$ cat src/rtl/result_uart_tx_if.sv
// Result byte stream in, 8N1 serial line and FIFO status out.
// The master modport belongs to whatever produces result bytes.
interface result_uart_tx_if #(
  parameter int FIFO_DEPTH = 8
);
  localparam int CW = $clog2(FIFO_DEPTH) + 1;

  logic          result_valid;
  logic [7:0]    result_data;
  logic          tx;
  logic          busy;
  logic          overflow;
  logic [CW-1:0] fifo_count;

  modport master (
    output result_valid, result_data,
    input  tx, busy, overflow, fifo_count
  );

  modport slave (
    input  result_valid, result_data,
    output tx, busy, overflow, fifo_count
  );
endinterface

$ cat src/rtl/result_uart_tx.sv
// Buffers result bytes in a small FIFO and serializes them as 8N1, LSB first.
// Frames run back to back while the FIFO has data; tx idles high.
module result_uart_tx #(
  parameter int CLKS_PER_BIT = 434,
  parameter int FIFO_DEPTH   = 8
) (
  input logic             clk,
  input logic             reset,
  result_uart_tx_if.slave bus
);
  localparam int PW = $clog2(FIFO_DEPTH);
  localparam int CW = PW + 1;
  localparam int TW = (CLKS_PER_BIT > 2) ? $clog2(CLKS_PER_BIT) : 1;

  typedef enum logic [1:0] {IDLE, START, DATA, STOP} state_t;

  state_t        r_state;
  logic [TW-1:0] r_bitTimer;
  logic [2:0]    r_bitIdx;
  logic [7:0]    r_shift;
  logic          r_tx;
  logic          r_busy;
  logic          r_overflow;
  logic [CW-1:0] r_count;
  logic [PW-1:0] r_rdPtr;
  logic [PW-1:0] r_wrPtr;
  logic [7:0]    r_mem [FIFO_DEPTH];

  state_t        w_nextState;
  logic [TW-1:0] w_nextTimer;
  logic [2:0]    w_nextBitIdx;
  logic [7:0]    w_nextShift;
  logic          w_nextTx;
  logic          w_pop;
  logic          w_push;
  logic          w_drop;
  logic          w_bitDone;
  logic [7:0]    w_head;
  logic [CW-1:0] w_nextCount;

  assign w_head    = r_mem[r_rdPtr];
  assign w_bitDone = (r_bitTimer == TW'(CLKS_PER_BIT - 1));

  // A pop frees a slot on the same edge, so a full FIFO still accepts then.
  assign w_push      = bus.result_valid && ((r_count < CW'(FIFO_DEPTH)) || w_pop);
  assign w_drop      = bus.result_valid && !w_push;
  assign w_nextCount = r_count + {{(CW-1){1'b0}}, w_push} - {{(CW-1){1'b0}}, w_pop};

  always_comb begin
    w_nextState  = r_state;
    w_nextTimer  = r_bitTimer + 1'b1;
    w_nextBitIdx = r_bitIdx;
    w_nextShift  = r_shift;
    w_nextTx     = r_tx;
    w_pop        = 1'b0;
    case (r_state)
      IDLE: begin
        w_nextTimer = '0;
        w_nextTx    = 1'b1;
        if (r_count != '0) begin
          w_pop       = 1'b1;
          w_nextShift = w_head;
          w_nextState = START;
          w_nextTx    = 1'b0;
        end
      end
      START: begin
        if (w_bitDone) begin
          w_nextTimer  = '0;
          w_nextBitIdx = 3'd0;
          w_nextState  = DATA;
          w_nextTx     = r_shift[0];
        end
      end
      DATA: begin
        if (w_bitDone) begin
          w_nextTimer = '0;
          if (r_bitIdx == 3'd7) begin
            w_nextState = STOP;
            w_nextTx    = 1'b1;
          end else begin
            w_nextShift  = r_shift >> 1;
            w_nextBitIdx = r_bitIdx + 3'd1;
            w_nextTx     = r_shift[1];
          end
        end
      end
      STOP: begin
        if (w_bitDone) begin
          w_nextTimer = '0;
          if (r_count != '0) begin
            w_pop       = 1'b1;
            w_nextShift = w_head;
            w_nextState = START;
            w_nextTx    = 1'b0;
          end else begin
            w_nextState = IDLE;
            w_nextTx    = 1'b1;
          end
        end
      end
      default: begin
        w_nextState = IDLE;
        w_nextTx    = 1'b1;
      end
    endcase
  end

  always_ff @(posedge clk) begin
    if (reset) begin
      r_state    <= IDLE;
      r_bitTimer <= '0;
      r_bitIdx   <= 3'd0;
      r_shift    <= 8'h00;
      r_tx       <= 1'b1;
      r_busy     <= 1'b0;
      r_overflow <= 1'b0;
      r_count    <= '0;
      r_rdPtr    <= '0;
      r_wrPtr    <= '0;
    end else begin
      r_state    <= w_nextState;
      r_bitTimer <= w_nextTimer;
      r_bitIdx   <= w_nextBitIdx;
      r_shift    <= w_nextShift;
      r_tx       <= w_nextTx;
      r_busy     <= (w_nextState != IDLE) || (w_nextCount != '0);
      r_count    <= w_nextCount;
      if (w_drop)
        r_overflow <= 1'b1;
      if (w_pop)
        r_rdPtr <= r_rdPtr + 1'b1;
      if (w_push)
        r_wrPtr <= r_wrPtr + 1'b1;
    end
  end

  // Storage needs no reset; the pointers alone define what is valid.
  always_ff @(posedge clk) begin
    if (w_push)
      r_mem[r_wrPtr] <= bus.result_data;
  end

  assign bus.tx         = r_tx;
  assign bus.busy       = r_busy;
  assign bus.overflow   = r_overflow;
  assign bus.fifo_count = r_count;
endmodule

$ cat src/flat_wrapper.sv
// flat-port wrapper written by rule: the top's interface ports become plain ports
module result_uart_tx_flat 
#(
  parameter int CLKS_PER_BIT = 434,
  parameter int FIFO_DEPTH   = 8
)
  (clk, reset, bus_result_valid, bus_result_data, bus_tx, bus_busy, bus_overflow, bus_fifo_count);
  result_uart_tx_if #(.FIFO_DEPTH(FIFO_DEPTH)) bus_i ();
  input logic clk;
  input logic reset;
  input wire logic [$bits(bus_i.result_valid)-1:0] bus_result_valid;
  input wire logic [$bits(bus_i.result_data)-1:0] bus_result_data;
  output wire logic [$bits(bus_i.tx)-1:0] bus_tx;
  output wire logic [$bits(bus_i.busy)-1:0] bus_busy;
  output wire logic [$bits(bus_i.overflow)-1:0] bus_overflow;
  output wire logic [$bits(bus_i.fifo_count)-1:0] bus_fifo_count;
  assign bus_i.result_valid = bus_result_valid;
  assign bus_i.result_data = bus_result_data;
  assign bus_tx = bus_i.tx;
  assign bus_busy = bus_i.busy;
  assign bus_overflow = bus_i.overflow;
  assign bus_fifo_count = bus_i.fifo_count;
  result_uart_tx #(.CLKS_PER_BIT(CLKS_PER_BIT), .FIFO_DEPTH(FIFO_DEPTH)) u_core (.clk(clk), .reset(reset), .bus(bus_i));
endmodule
$ cat config.mk
export PLATFORM = sky130hd
export DESIGN_NAME = result_uart_tx_flat
export DESIGN_NICKNAME = d
export VERILOG_FILES = /design/src/rtl/result_uart_tx_if.sv /design/src/rtl/result_uart_tx.sv /design/src/flat_wrapper.sv
export SDC_FILE = /design/constraint.sdc
export NUM_CORES = 1
export LEC_CHECK = 0
export ABC_AREA = 1
export CAP_MARGIN = 10
export CORE_UTILIZATION = 54
export DETAILED_ROUTE_END_ITERATION = 10
export PLACE_DENSITY = 0.75
export SYNTH_ARGS = -nofsm -noshare
export SYNTH_HDL_FRONTEND = slang
export SYNTH_SLANG_ARGS = --single-unit
$ cat constraint.sdc
create_clock -name clk -period 2.5 [get_ports clk]
set_clock_uncertainty 0.2 [all_clocks]
set_input_delay 0.25 -clock clk [delete_from_list [all_inputs] [get_ports clk]]
set_output_delay 0.25 -clock clk [all_outputs]
set_load 0.005 [all_outputs]
==> results of run 1 <==
[metrics by stage]
step	instance area (um2)	setup TNS, ns	total power [uW]	std cells	worst slack, ns
floorplan	4530	0	3690	464	0.000842
global placement	4970	-0.0421	4270	597	-0.0421
detailed placement	4970	-0.0883	4360	597	-0.0883
CTS	5230	-0.0617	5470	616	-0.0617
global route	5270	-0.465	6030	618	-0.248
finish	5270	-0.199	5640	618	-0.108
[flip-flops by register name (all words and copies together) (netlist names), named ones only]
| register | cells |
|---|---|
| u_core.r_mem | 64 |
| u_core.r_bitTimer | 9 |
| u_core.r_shift | 8 |
| u_core.bus.fifo_count | 4 |
| u_core.r_bitIdx | 3 |
| u_core.r_rdPtr | 3 |
| u_core.r_wrPtr | 3 |
| u_core.r_state | 2 |
| u_core.bus.busy | 1 |
| u_core.bus.overflow | 1 |
| u_core.bus.tx | 1 |
[path summary, 6_finish.rpt]
kind | end | depth (start not counted) | startpoint | slack (ns)
max | u_core.bus.fifo_count[2]$_SDFF_PP0_ | 18 | u_core.r_bitTimer[1]$_SDFF_PP0_ | -0.11
min | u_core.bus.overflow$_SDFFE_PP0P_ | 2 | u_core.bus.overflow$_SDFFE_PP0P_ | 0.25
max reg2reg | u_core.bus.fifo_count[2]$_SDFF_PP0_ | 18 | u_core.r_bitTimer[1]$_SDFF_PP0_ | -0.11
min reg2reg | u_core.bus.overflow$_SDFFE_PP0P_ | 2 | u_core.bus.overflow$_SDFFE_PP0P_ | 0.25
[cell usage after synthesis, drive strengths merged, types with 8 or more instances]
library cell / count / area [um2]
ha: 16 / 200
inv: 40 / 150
dfxtp: 38 / 761
nand3: 55 / 280
edfxtp: 64 / 1920
a21oi: 14 / 70.1
nand2: 119 / 469
o21ai: 19 / 129
o21a: 8 / 60.1
nor2: 55 / 221
buf: 13 / 70.1
[layout by cell type (no fill, tap or decap), types with 2 or more instances in the layout]
master,count
o21ai_1,2
xor2_1,2
inv_1,26
nor3b_1,3
inv_2,14
nand4_1,3
nand3_1,53
nand3_2,2
inv_6,3
nand2_2,6
o21ai_2,9
dfxtp_1,33
edfxtp_1,64
nor2_1,50
o21a_1,8
clkbuf_8,9
clkdlybuf4s50_1,17
dfxtp_2,4
o22ai_1,2
ha_1,12
nand2_4,3
clkinv_2,2
o21ai_0,8
nor2_4,2
a21oi_1,14
ha_4,4
buf_4,33
nand2_1,110
nor2_2,3
[worst max-delay path, stage by stage (launching register included)]
cell and delay [ns]:
dfxtp_2 0.34, inv_2 0.06, ha_4 0.14, nand2_4 0.05, nor2_4 0.10, nand3_2 0.09, nand2_2 0.07, nand2_2 0.08
inv_2 0.09, ha_4 0.20, inv_2 0.06, ha_4 0.13, inv_2 0.04, fa_2 0.35, xnor2_2 0.19, inv_2 0.05
buf_4 0.13, buf_4 0.13, nor2_2 0.06
[final cells by class]
class                      count  area share, %
clock buffer                  10           2.42
clock inverter                 6          0.855
inverter                      41           2.92
multi-input combinational    306           32.2
sequential                   102           51.1
tap                          102           2.42
timing repair buffer          51           8.15
[cells by family after synthesis]
kind of cell / count (synthesis)
simple gates: 239
flops: 102
buf+inv: 56
compound gates: 47
fa+ha+maj: 17
xor+xnor: 3
[routing by layer]
layer / up-vias / global-route usage, %
met2: 97 / 36.6
met5: - / 0
met3: 19 / 4.63
met1: 1533 / 28.4
li1: 1638 / -
met4: 0 / 9.36
[repair_timing]
item / in CTS / in global routing
pin swaps: 9 / 7
hold endpoints to repair: 0 / 0
setup buffers: 3 / 2
setup endpoints to repair: 1 / 4
gates resized for setup: 16 / 5
[power by group]
part	internal, uW	switching [uW]	leakage (uW)
sequential	2010	113	0.000894
clock	372	568	0.0000914
combinational	1120	1460	0.00111
total	3500	2140	0.00210
==> impl_metrics.tcl, run 1 <==
set metrics [dict create \
    antenna_found_initial 0 \
    drt-total-wl_um 9030 \
    ant_nets 0 \
    detailed_place_hpwl_um 5900 \
    grt.total_usage_pct 22.2 \
    muxShareOfSynthArea_pct 0 \
    dr_total_vias 3287 \
    synth-async-reset-ratio_pct 0 \
    final_max_slew_viol_count 0 \
    synth_area_um2 4510 \
    n_antenna_cell 0 \
    max_slew_margin_pct 60.6 \
    drcViolationCount 0 \
    leakagePower_uw 0.00210 \
    initial_utilization_pct 57.1 \
    drive_gt1_share_pct 19.8 \
    wl_met2_um 4480 \
    tritoncts "yes" \
    cts_hold_buf 0 \
    die_area_um2 8710 \
    drtPass1Iterations 4 \
    top_layer "met4" \
    required_ns 2.61 \
    drt-met1-wl_um 3880 \
    ys_ff_latch 102 \
    layout_setup_ws_ns -0.108 \
    p_per_area_nw_per_um2 1070 \
    multi_input_area_um2 1690 \
    clock-sinks 102 \
    viasPerCell 5.32 \
    syn_avg_cell_area_um2 9.71 \
    wire_per_inst_um 14.6 \
    clk_path_buf_depth 2 \
    yosys.area_share.simple_pct 23.1 \
    synthAdderAreaFrac_pct 4.89 \
    setup_viol 2 \
    synth_top_family_by_area "simple AND/OR/NAND/NOR gates" \
    port-buffer-count 17 \
    cap_violations 0 \
    ys.warnings.count 0 \
    grt_max_degree 33 \
    synth_flop_cell "edfxtp_1" \
    synth-xor-area-share_pct 0.583 \
    cts_buffers 9 \
    grt_pass1_wl_um 14700 \
    worstSetupPathType "reg -> reg" \
    dieHeight_um 93.3 \
    ff_latch_area_um2 2690 \
    hold_slack_ns 0.253 \
    synth_edf_count 64 \
    nets 539 \
    fill_cells 612 \
    clk_latency_ns 0.37 \
    min_path_type "reg -> reg" \
    cp-start-kind "register" \
    cts_root_buf "clkbuf_8" \
    synth_compound_area_share_pct 6.75 \
    crit_fanout 3 \
    worst-slew-pin-transition_ns 0.590 \
    route.met3.wl_um 482 \
    final_util_pct 66.8 \
    vdd_drop_max_mv 0.560 \
    drtIter0Drc 224 \
    ys_seq_area_share_pct 59.5 \
    row_count 32 \
    hold_viol 0 \
    first_global_vias 3177 \
    max_freq_mhz 383 \
    place.gp.congestion 0.852 \
    outcome "finished with violations" \
    clk_pin_slew_ns 0.10 \
    io_pins 18 \
    syn_inst 464 \
    h-tree-depth 3 \
    die_w_um 93.3 \
    fin_crit_ns 2.61 \
    ys_types 37 \
    grt-ovfl-total 0 \
    core-area_um2 7890 \
    rsz0062_at_grt "yes" \
    arrival_ns 2.72 \
    violations "negative setup slack" \
    syn_nets 492 \
    worstSetupEndpointType "register" \
    area_delta_synth_final_pct 16.9 \
    period_share_pct 104 \
]
Power figures use the tool's default switching activity.
==> run 2: changes to the inputs <==
CAP_MARGIN = unset   (was 10)
==> results of run 2 <==
Final layout, timing and power as in run 1 (identical DEF).
